### config.mk
export PLATFORM = sky130hd
export DESIGN_NAME = alu_cmd_sequencer_flat
export DESIGN_NICKNAME = d
export VERILOG_FILES = /design/src/rtl/alu_pkg.sv /design/src/rtl/alu_cmd_sequencer_if.sv /design/src/rtl/alu_cmd_fifo.sv /design/src/rtl/alu_cmd_sequencer.sv /design/src/flat_wrapper.sv
export SDC_FILE = /design/constraint.sdc
export NUM_CORES = 1
export LEC_CHECK = 0
export ABC_AREA = 1
export CAP_MARGIN = 25
export CORE_MARGIN = 4
export CORE_UTILIZATION = 60
export CTS_CLUSTER_SIZE = 10
export DETAILED_ROUTE_END_ITERATION = 12
export PLACE_DENSITY = 0.88
export SLEW_MARGIN = 20
export SYNTH_ARGS = -nofsm -noshare
export SYNTH_HDL_FRONTEND = slang
export SYNTH_HIERARCHICAL = 1
export SYNTH_SLANG_ARGS = --single-unit
export TNS_END_PERCENT = 20
### constraint.sdc
create_clock -name clk -period 4.25 [get_ports clk]
set_input_delay 0.85 -clock clk [delete_from_list [all_inputs] [get_ports clk]]
set_output_delay 0.85 -clock clk [all_outputs]
set_load 0.02 [all_outputs]
### src/rtl/alu_pkg.sv
// Shared definitions for the ALU command sequencer: opcodes, operand
// width, queued command layout and FSM state encoding.
package alu_pkg;

  localparam int unsigned OPND_W = 8;

  localparam logic [1:0] OP_ADD = 2'b00;
  localparam logic [1:0] OP_SUB = 2'b01;
  localparam logic [1:0] OP_MUL = 2'b10;
  localparam logic [1:0] OP_DIV = 2'b11;

  typedef struct packed {
    logic [1:0]        opcode;
    logic [OPND_W-1:0] a;
    logic [OPND_W-1:0] b;
  } cmd_t;

  localparam int unsigned CMD_W = $bits(cmd_t);

  typedef enum logic [1:0] {
    S_IDLE  = 2'd0,
    S_ISSUE = 2'd1,
    S_WAIT  = 2'd2,
    S_RESP  = 2'd3
  } state_t;

  // A divide with a zero divisor is answered locally, never sent to the ALU.
  function automatic logic is_div_by_zero(input cmd_t cmd);
    return (cmd.opcode == OP_DIV) && (cmd.b == '0);
  endfunction

endpackage

### src/rtl/alu_cmd_sequencer_if.sv
// Command and response handshake bundle of the ALU command sequencer.
interface alu_cmd_sequencer_if;
  import alu_pkg::*;

  logic              cmd_valid;
  logic              cmd_ready;
  logic [1:0]        cmd_opcode;
  logic [OPND_W-1:0] cmd_a;
  logic [OPND_W-1:0] cmd_b;

  logic              rsp_valid;
  logic              rsp_ready;
  logic [1:0]        rsp_opcode;
  logic [OPND_W-1:0] rsp_data;
  logic              rsp_error;
  logic              rsp_timeout;

  // Producer of commands / consumer of responses.
  modport master (
    output cmd_valid, cmd_opcode, cmd_a, cmd_b, rsp_ready,
    input  cmd_ready, rsp_valid, rsp_opcode, rsp_data, rsp_error, rsp_timeout
  );

  // The sequencer side.
  modport slave (
    input  cmd_valid, cmd_opcode, cmd_a, cmd_b, rsp_ready,
    output cmd_ready, rsp_valid, rsp_opcode, rsp_data, rsp_error, rsp_timeout
  );
endinterface

### src/rtl/alu_cmd_fifo.sv
// Synchronous FIFO for queued ALU commands. A push while full is dropped
// even when a pop happens in the same cycle (no bypass).
module alu_cmd_fifo #(
  parameter int unsigned DEPTH = 4,
  parameter int unsigned WIDTH = 18
) (
  input  logic             clk,
  input  logic             reset,
  input  logic             push,
  input  logic [WIDTH-1:0] push_data,
  input  logic             pop,
  output logic [WIDTH-1:0] pop_data,
  output logic             full,
  output logic             empty
);

  localparam int unsigned AW = (DEPTH > 1) ? $clog2(DEPTH) : 1;

  logic [WIDTH-1:0] mem [DEPTH];
  logic [AW-1:0]    wr_ptr;
  logic [AW-1:0]    rd_ptr;
  logic [AW:0]      count;
  logic             do_push;
  logic             do_pop;

  assign full     = (count == (AW+1)'(DEPTH));
  assign empty    = (count == '0);
  assign do_push  = push & ~full;
  assign do_pop   = pop & ~empty;
  assign pop_data = mem[rd_ptr];

  // Storage array; contents need no reset since count guards reads.
  always_ff @(posedge clk) begin
    if (do_push) begin
      mem[wr_ptr] <= push_data;
    end
  end

  // Pointer and occupancy bookkeeping.
  always_ff @(posedge clk or negedge reset) begin
    if (!reset) begin
      wr_ptr <= '0;
      rd_ptr <= '0;
      count  <= '0;
    end else begin
      if (do_push) wr_ptr <= wr_ptr + AW'(1);
      if (do_pop)  rd_ptr <= rd_ptr + AW'(1);
      case ({do_push, do_pop})
        2'b10:   count <= count + (AW+1)'(1);
        2'b01:   count <= count - (AW+1)'(1);
        default: count <= count;
      endcase
    end
  end

endmodule

### src/rtl/alu_cmd_sequencer.sv
// Queues ALU commands and issues them one at a time to an external ALU,
// returning one response per command (result, divide-by-zero or timeout).
module alu_cmd_sequencer
  import alu_pkg::*;
#(
  parameter int unsigned FIFO_DEPTH     = 4,
  parameter int unsigned TIMEOUT_CYCLES = 64
) (
  input  logic              clk,
  input  logic              reset,
  alu_cmd_sequencer_if.slave bus,
  output logic              alu_start,
  output logic [1:0]        alu_opcode,
  output logic [OPND_W-1:0] alu_a,
  output logic [OPND_W-1:0] alu_b,
  input  logic [OPND_W-1:0] alu_result,
  input  logic              alu_done,
  output logic              busy
);

  localparam int unsigned CNT_W = $clog2(TIMEOUT_CYCLES + 1);
  localparam logic [CNT_W-1:0] CNT_LAST = CNT_W'(TIMEOUT_CYCLES - 1);

  state_t            state;
  state_t            state_nxt;
  cmd_t              head;
  cmd_t              push_cmd;
  logic              full;
  logic              empty;
  logic              push;
  logic              pop;
  logic              load_alu;
  logic              rsp_load;
  logic [1:0]        rsp_opcode_nxt;
  logic [OPND_W-1:0] rsp_data_nxt;
  logic              rsp_error_nxt;
  logic              rsp_timeout_nxt;
  logic [CNT_W-1:0]  wait_cnt;

  assign push_cmd      = '{opcode: bus.cmd_opcode, a: bus.cmd_a, b: bus.cmd_b};
  assign push          = bus.cmd_valid & ~full;
  assign bus.cmd_ready = ~full;
  assign bus.rsp_valid = (state == S_RESP);
  assign alu_start     = (state == S_ISSUE);
  assign busy          = (state != S_IDLE) | ~empty;

  alu_cmd_fifo #(
    .DEPTH (FIFO_DEPTH),
    .WIDTH (CMD_W)
  ) u_fifo (
    .clk       (clk),
    .reset     (reset),
    .push      (push),
    .push_data (push_cmd),
    .pop       (pop),
    .pop_data  (head),
    .full      (full),
    .empty     (empty)
  );

  // FSM state register.
  always_ff @(posedge clk or negedge reset) begin
    if (!reset) state <= S_IDLE;
    else        state <= state_nxt;
  end

  // Next state, queue pop and response capture decisions.
  always_comb begin
    state_nxt       = state;
    pop             = 1'b0;
    load_alu        = 1'b0;
    rsp_load        = 1'b0;
    rsp_opcode_nxt  = alu_opcode;
    rsp_data_nxt    = '0;
    rsp_error_nxt   = 1'b0;
    rsp_timeout_nxt = 1'b0;
    case (state)
      S_IDLE: begin
        if (!empty) begin
          pop = 1'b1;
          if (is_div_by_zero(head)) begin
            state_nxt      = S_RESP;
            rsp_load       = 1'b1;
            rsp_opcode_nxt = head.opcode;
            rsp_error_nxt  = 1'b1;
          end else begin
            state_nxt = S_ISSUE;
            load_alu  = 1'b1;
          end
        end
      end
      S_ISSUE: state_nxt = S_WAIT;
      S_WAIT: begin
        if (alu_done) begin
          state_nxt    = S_RESP;
          rsp_load     = 1'b1;
          rsp_data_nxt = alu_result;
        end else if (wait_cnt == CNT_LAST) begin
          state_nxt       = S_RESP;
          rsp_load        = 1'b1;
          rsp_timeout_nxt = 1'b1;
        end
      end
      S_RESP: begin
        if (bus.rsp_ready) state_nxt = S_IDLE;
      end
      default: state_nxt = S_IDLE;
    endcase
  end

  // WAIT cycle counter: zero outside WAIT, counts cycles spent in WAIT.
  always_ff @(posedge clk or negedge reset) begin
    if (!reset)                wait_cnt <= '0;
    else if (state == S_WAIT)  wait_cnt <= wait_cnt + CNT_W'(1);
    else                       wait_cnt <= '0;
  end

  // ALU operand registers, held from ISSUE until the next command loads.
  always_ff @(posedge clk or negedge reset) begin
    if (!reset) begin
      alu_opcode <= '0;
      alu_a      <= '0;
      alu_b      <= '0;
    end else if (load_alu) begin
      alu_opcode <= head.opcode;
      alu_a      <= head.a;
      alu_b      <= head.b;
    end
  end

  // Response registers, loaded on entry to RESP and held while it waits.
  always_ff @(posedge clk or negedge reset) begin
    if (!reset) begin
      bus.rsp_opcode  <= '0;
      bus.rsp_data    <= '0;
      bus.rsp_error   <= 1'b0;
      bus.rsp_timeout <= 1'b0;
    end else if (rsp_load) begin
      bus.rsp_opcode  <= rsp_opcode_nxt;
      bus.rsp_data    <= rsp_data_nxt;
      bus.rsp_error   <= rsp_error_nxt;
      bus.rsp_timeout <= rsp_timeout_nxt;
    end
  end

endmodule

### src/flat_wrapper.sv
// flat-port wrapper written by rule: the top's interface ports become plain ports
module alu_cmd_sequencer_flat import alu_pkg::*;
#(
  parameter int unsigned FIFO_DEPTH     = 4,
  parameter int unsigned TIMEOUT_CYCLES = 64
)
  (clk, reset, alu_start, alu_opcode, alu_a, alu_b, alu_result, alu_done, busy, bus_cmd_valid, bus_cmd_opcode, bus_cmd_a, bus_cmd_b, bus_rsp_ready, bus_cmd_ready, bus_rsp_valid, bus_rsp_opcode, bus_rsp_data, bus_rsp_error, bus_rsp_timeout);
  alu_cmd_sequencer_if bus_i ();
  input  logic clk;
  input  logic reset;
  output logic alu_start;
  output logic [1:0] alu_opcode;
  output logic [OPND_W-1:0] alu_a;
  output logic [OPND_W-1:0] alu_b;
  input  logic [OPND_W-1:0] alu_result;
  input  logic alu_done;
  output logic busy;
  input wire logic [$bits(bus_i.cmd_valid)-1:0] bus_cmd_valid;
  input wire logic [$bits(bus_i.cmd_opcode)-1:0] bus_cmd_opcode;
  input wire logic [$bits(bus_i.cmd_a)-1:0] bus_cmd_a;
  input wire logic [$bits(bus_i.cmd_b)-1:0] bus_cmd_b;
  input wire logic [$bits(bus_i.rsp_ready)-1:0] bus_rsp_ready;
  output wire logic [$bits(bus_i.cmd_ready)-1:0] bus_cmd_ready;
  output wire logic [$bits(bus_i.rsp_valid)-1:0] bus_rsp_valid;
  output wire logic [$bits(bus_i.rsp_opcode)-1:0] bus_rsp_opcode;
  output wire logic [$bits(bus_i.rsp_data)-1:0] bus_rsp_data;
  output wire logic [$bits(bus_i.rsp_error)-1:0] bus_rsp_error;
  output wire logic [$bits(bus_i.rsp_timeout)-1:0] bus_rsp_timeout;
  assign bus_i.cmd_valid = bus_cmd_valid;
  assign bus_i.cmd_opcode = bus_cmd_opcode;
  assign bus_i.cmd_a = bus_cmd_a;
  assign bus_i.cmd_b = bus_cmd_b;
  assign bus_i.rsp_ready = bus_rsp_ready;
  assign bus_cmd_ready = bus_i.cmd_ready;
  assign bus_rsp_valid = bus_i.rsp_valid;
  assign bus_rsp_opcode = bus_i.rsp_opcode;
  assign bus_rsp_data = bus_i.rsp_data;
  assign bus_rsp_error = bus_i.rsp_error;
  assign bus_rsp_timeout = bus_i.rsp_timeout;
  alu_cmd_sequencer #(.FIFO_DEPTH(FIFO_DEPTH), .TIMEOUT_CYCLES(TIMEOUT_CYCLES)) u_core (.clk(clk), .reset(reset), .bus(bus_i), .alu_start(alu_start), .alu_opcode(alu_opcode), .alu_a(alu_a), .alu_b(alu_b), .alu_result(alu_result), .alu_done(alu_done), .busy(busy));
endmodule
==> out/qor.yml <==
pwr:
  p_leak_nw: 2.89
  ir_drop_mv: 0.342
  power.density_nw_per_um2: 759
  total_power_mw: 4.88
floorplanning:
  pin_count: 65
  core_um2: 8340
  die_h_um: 101
  dieArea_um2: 10300
  rows: 33
  initial_core_util_pct: 62.6
  die_w_um: 101
cts:
  insertion_delay_ps: 510
  ctsLongestPathBuffers: 2
  numCtsBuffers: 17
  cts_sinks: 118
  post_cts_resized: 0
  post_cts_buffers: 0
  cts_tree: "done"
  h-tree-depth: 4
  cts.hold.buffers_added: 0
  cts-root-buf: "clkbuf_8"
  clk_pin_slew_ps: 60
route:
  drt-initial-drc-count: 319
  wire_per_inst_um: 16.4
  vias_per_cell: 5.47
  antenna_left: 0
  drt_wl_total_mm: 10.9
  drt-pass1-iter-count: 6
  vias: 3642
  drc: 0
global_routing:
  grt_max_degree: 48
  antenna_found_initial: 0
  overflow: 0
  grt_pass1_wl_mm: 17.5
  grt_pass1_vias: 3685
  grt_usage_pct: 22.3
sta:
  worst_pin_slew_ps: 759
  min_period_ps: 2900
  rsz0062_at_grt: "false"
  slew_violations: 0
  period_share_pct: 68.2
  finalSetupViolCount: 0
  fin_skew_ps: 6.49
  hold_viol: 0
  slew_headroom_pct: 49.3
  max_freq_mhz: 345
  setup_tns_ps: 0
yosys:
  yosys_warnings: 6
  netlist-cell-type-count: 27
  syn_area_um2: 5220
  synth_async_sr_flop_share_pct: 39.0
  synth_edf_count: 72
  postSynthAreaPerCell_um2: 11.0
  syn-num-nets: 520
  syn_inst: 477
  ys_seq_area_share_pct: 63.4
  ys_ff_latch: 118
  synthFlopType: "edfxtp_1"
worst_setup_path:
  critical_path_class: "reg2out"
  cp.arrival_ps: 2050
  cp-end-kind: "output pin"
  start_kind: "register"
  cp.buffers_inverters: 3
  crit_fanout: 4
  cp_cell_sequence: "inv_1 -> nand3_1 -> inv_1 -> nand2_1 -> clkdlybuf4s50_1"
  critPathRequiredTime_ps: 3400
  slowest_stage: "clkdlybuf4s50_1"
  crit_top_cell: "inv_1"
  critPathTopFamily: "buffers and inverters"
  cpPeakStageDelay_ps: 550
cells_and_area:
  final_common_cell: "nand2_1"
  n_antenna_cell: 0
  final_util_pct: 77.1
  layout-drive-gt1-share_pct: 11.1
  layout_common_cells: "140 x nand2_1, 72 x edfxtp_1, 66 x inv_1, 63 x clkdlybuf4s50_1, 46 x dfrtp_1"
  syn_to_final_growth_pct: 23.2
  finalNetCount: 591
placement:
  port_buffers: 64
  dp_hpwl_mm: 6.62
  gp_congestion: 0.763
worst_hold_path:
  hold_class: "in2async"
job:
  maxCapViolCount: 0
status:
  outcome: "finished clean"
==> per-stage QoR <==
step                      setup WS, ps  cells  cell area [um^2]  hold slack [ps]
after global routing              1250    666              6430              390
after floorplan                   1890    477              5220              430
after detailed placement          1530    634              5880              461
after global placement            1660    634              5880              444
after CTS                         1350    666              6430              475
final                             1350    666              6430              340
==> metal layers <==
| layer | up-vias | routed length (um) | global-route usage (%) |
|---|---|---|---|
| met3 | 32 | 911 | 5.85 |
| met2 | 186 | 5490 | 38.3 |
| met1 | 1695 | 4290 | 26.8 |
| li1 | 1729 | - | - |
| met4 | 0 | 259 | 9.30 |
| met5 | - | 0 | 0 |
==> cell families (layout without fill, tap and decap cells) <==
family	Yosys count	in the layout	synth area share, %
DFF	118	118	63.4
xor gates and xnor gates	1	1	0.168
adders and majority gates	12	12	3.02
and+or+nand+nor	212	212	18.9
AOI/OAI and AO/OA	48	48	6.61
buffers and inverters	86	170	7.88
==> where the power goes <==
group / switching, mW / internal (mW) / total [mW]
Clock: 0.484 / 0.822 / 1.31
Sequential: 0.154 / 1.56 / 1.72
Combinational: 1.18 / 0.678 / 1.86
Total: 1.82 / 3.06 / 4.88
==> cell usage after synthesis (4+ instances only) <==
cell,number,area share (%)
nand2_1,140,10
edfxtp_1,72,41
inv_1,66,4.7
dfrtp_1,46,22
o211ai_1,34,4.9
nand3_1,33,3.2
nor2_1,13,0.93
ha_1,11,2.6
buf_6,10,2.2
nand3_2,9,1.7
a21oi_1,5,0.48
buf_2,5,0.48
o21ai_0,5,0.48
nand2_2,4,0.48
nand2_4,4,0.86
nor2_4,4,0.86
==> worst paths after layout <==
kind	cells after the start	startpoint	end	slack (ps)
max	5	u_core/u_fifo/count[0]$_DFFE_PN0P_	busy	1350
min	1	reset	u_core/wait_cnt[4]$_DFF_PN0_	340
max reg2reg	10	u_core/u_fifo/rd_ptr[0]$_DFFE_PN0P_	u_core/bus.rsp_data[0]$_DFFE_PN0P_	1480
min reg2reg	1	u_core/wait_cnt[0]$_DFF_PN0_	u_core/wait_cnt[0]$_DFF_PN0_	470
max in group asynchronous	1	reset	u_core/bus.rsp_data[6]$_DFFE_PN0P_	3490
min in group clk	1	u_core/wait_cnt[0]$_DFF_PN0_	u_core/wait_cnt[0]$_DFF_PN0_	470
==> registers in the layout (all words and copies together), names as in the netlist <==
register,flops
u_core/alu_b,8
u_core/u_fifo/rd_ptr,2
u_core/wait_cnt,7
u_core/alu_opcode,2
u_core/u_fifo/count,3
u_core/u_fifo/mem,72
u_core/state,2
u_core/bus.rsp_timeout,1
u_core/bus.rsp_data,8
u_core/u_fifo/wr_ptr,2
u_core/bus.rsp_opcode,2
u_core/alu_a,8
u_core/bus.rsp_error,1
==> layout make-up <==
type | instances | area, um^2
well taps | 105 | 131
multi-input cells | 273 | 1500
repair buffers | 70 | 683
flip-flops and latches | 118 | 3310
fillers | 504 | 1910
clock inverters | 15 | 138
inverters | 68 | 255
clock buffers | 17 | 414
==> worst reg2reg max path: cells and delay by family (launching register included) <==
| family | cells | cell delay (ps) |
|---|---|---|
| flip-flops | 1 | 410 |
| AND/OR/NAND/NOR | 7 | 1400 |
| AO/OA/AOI/OAI | 1 | 150 |
| buffers and inverters | 2 | 700 |
Note: power is estimated with default switching activity, not from simulation.
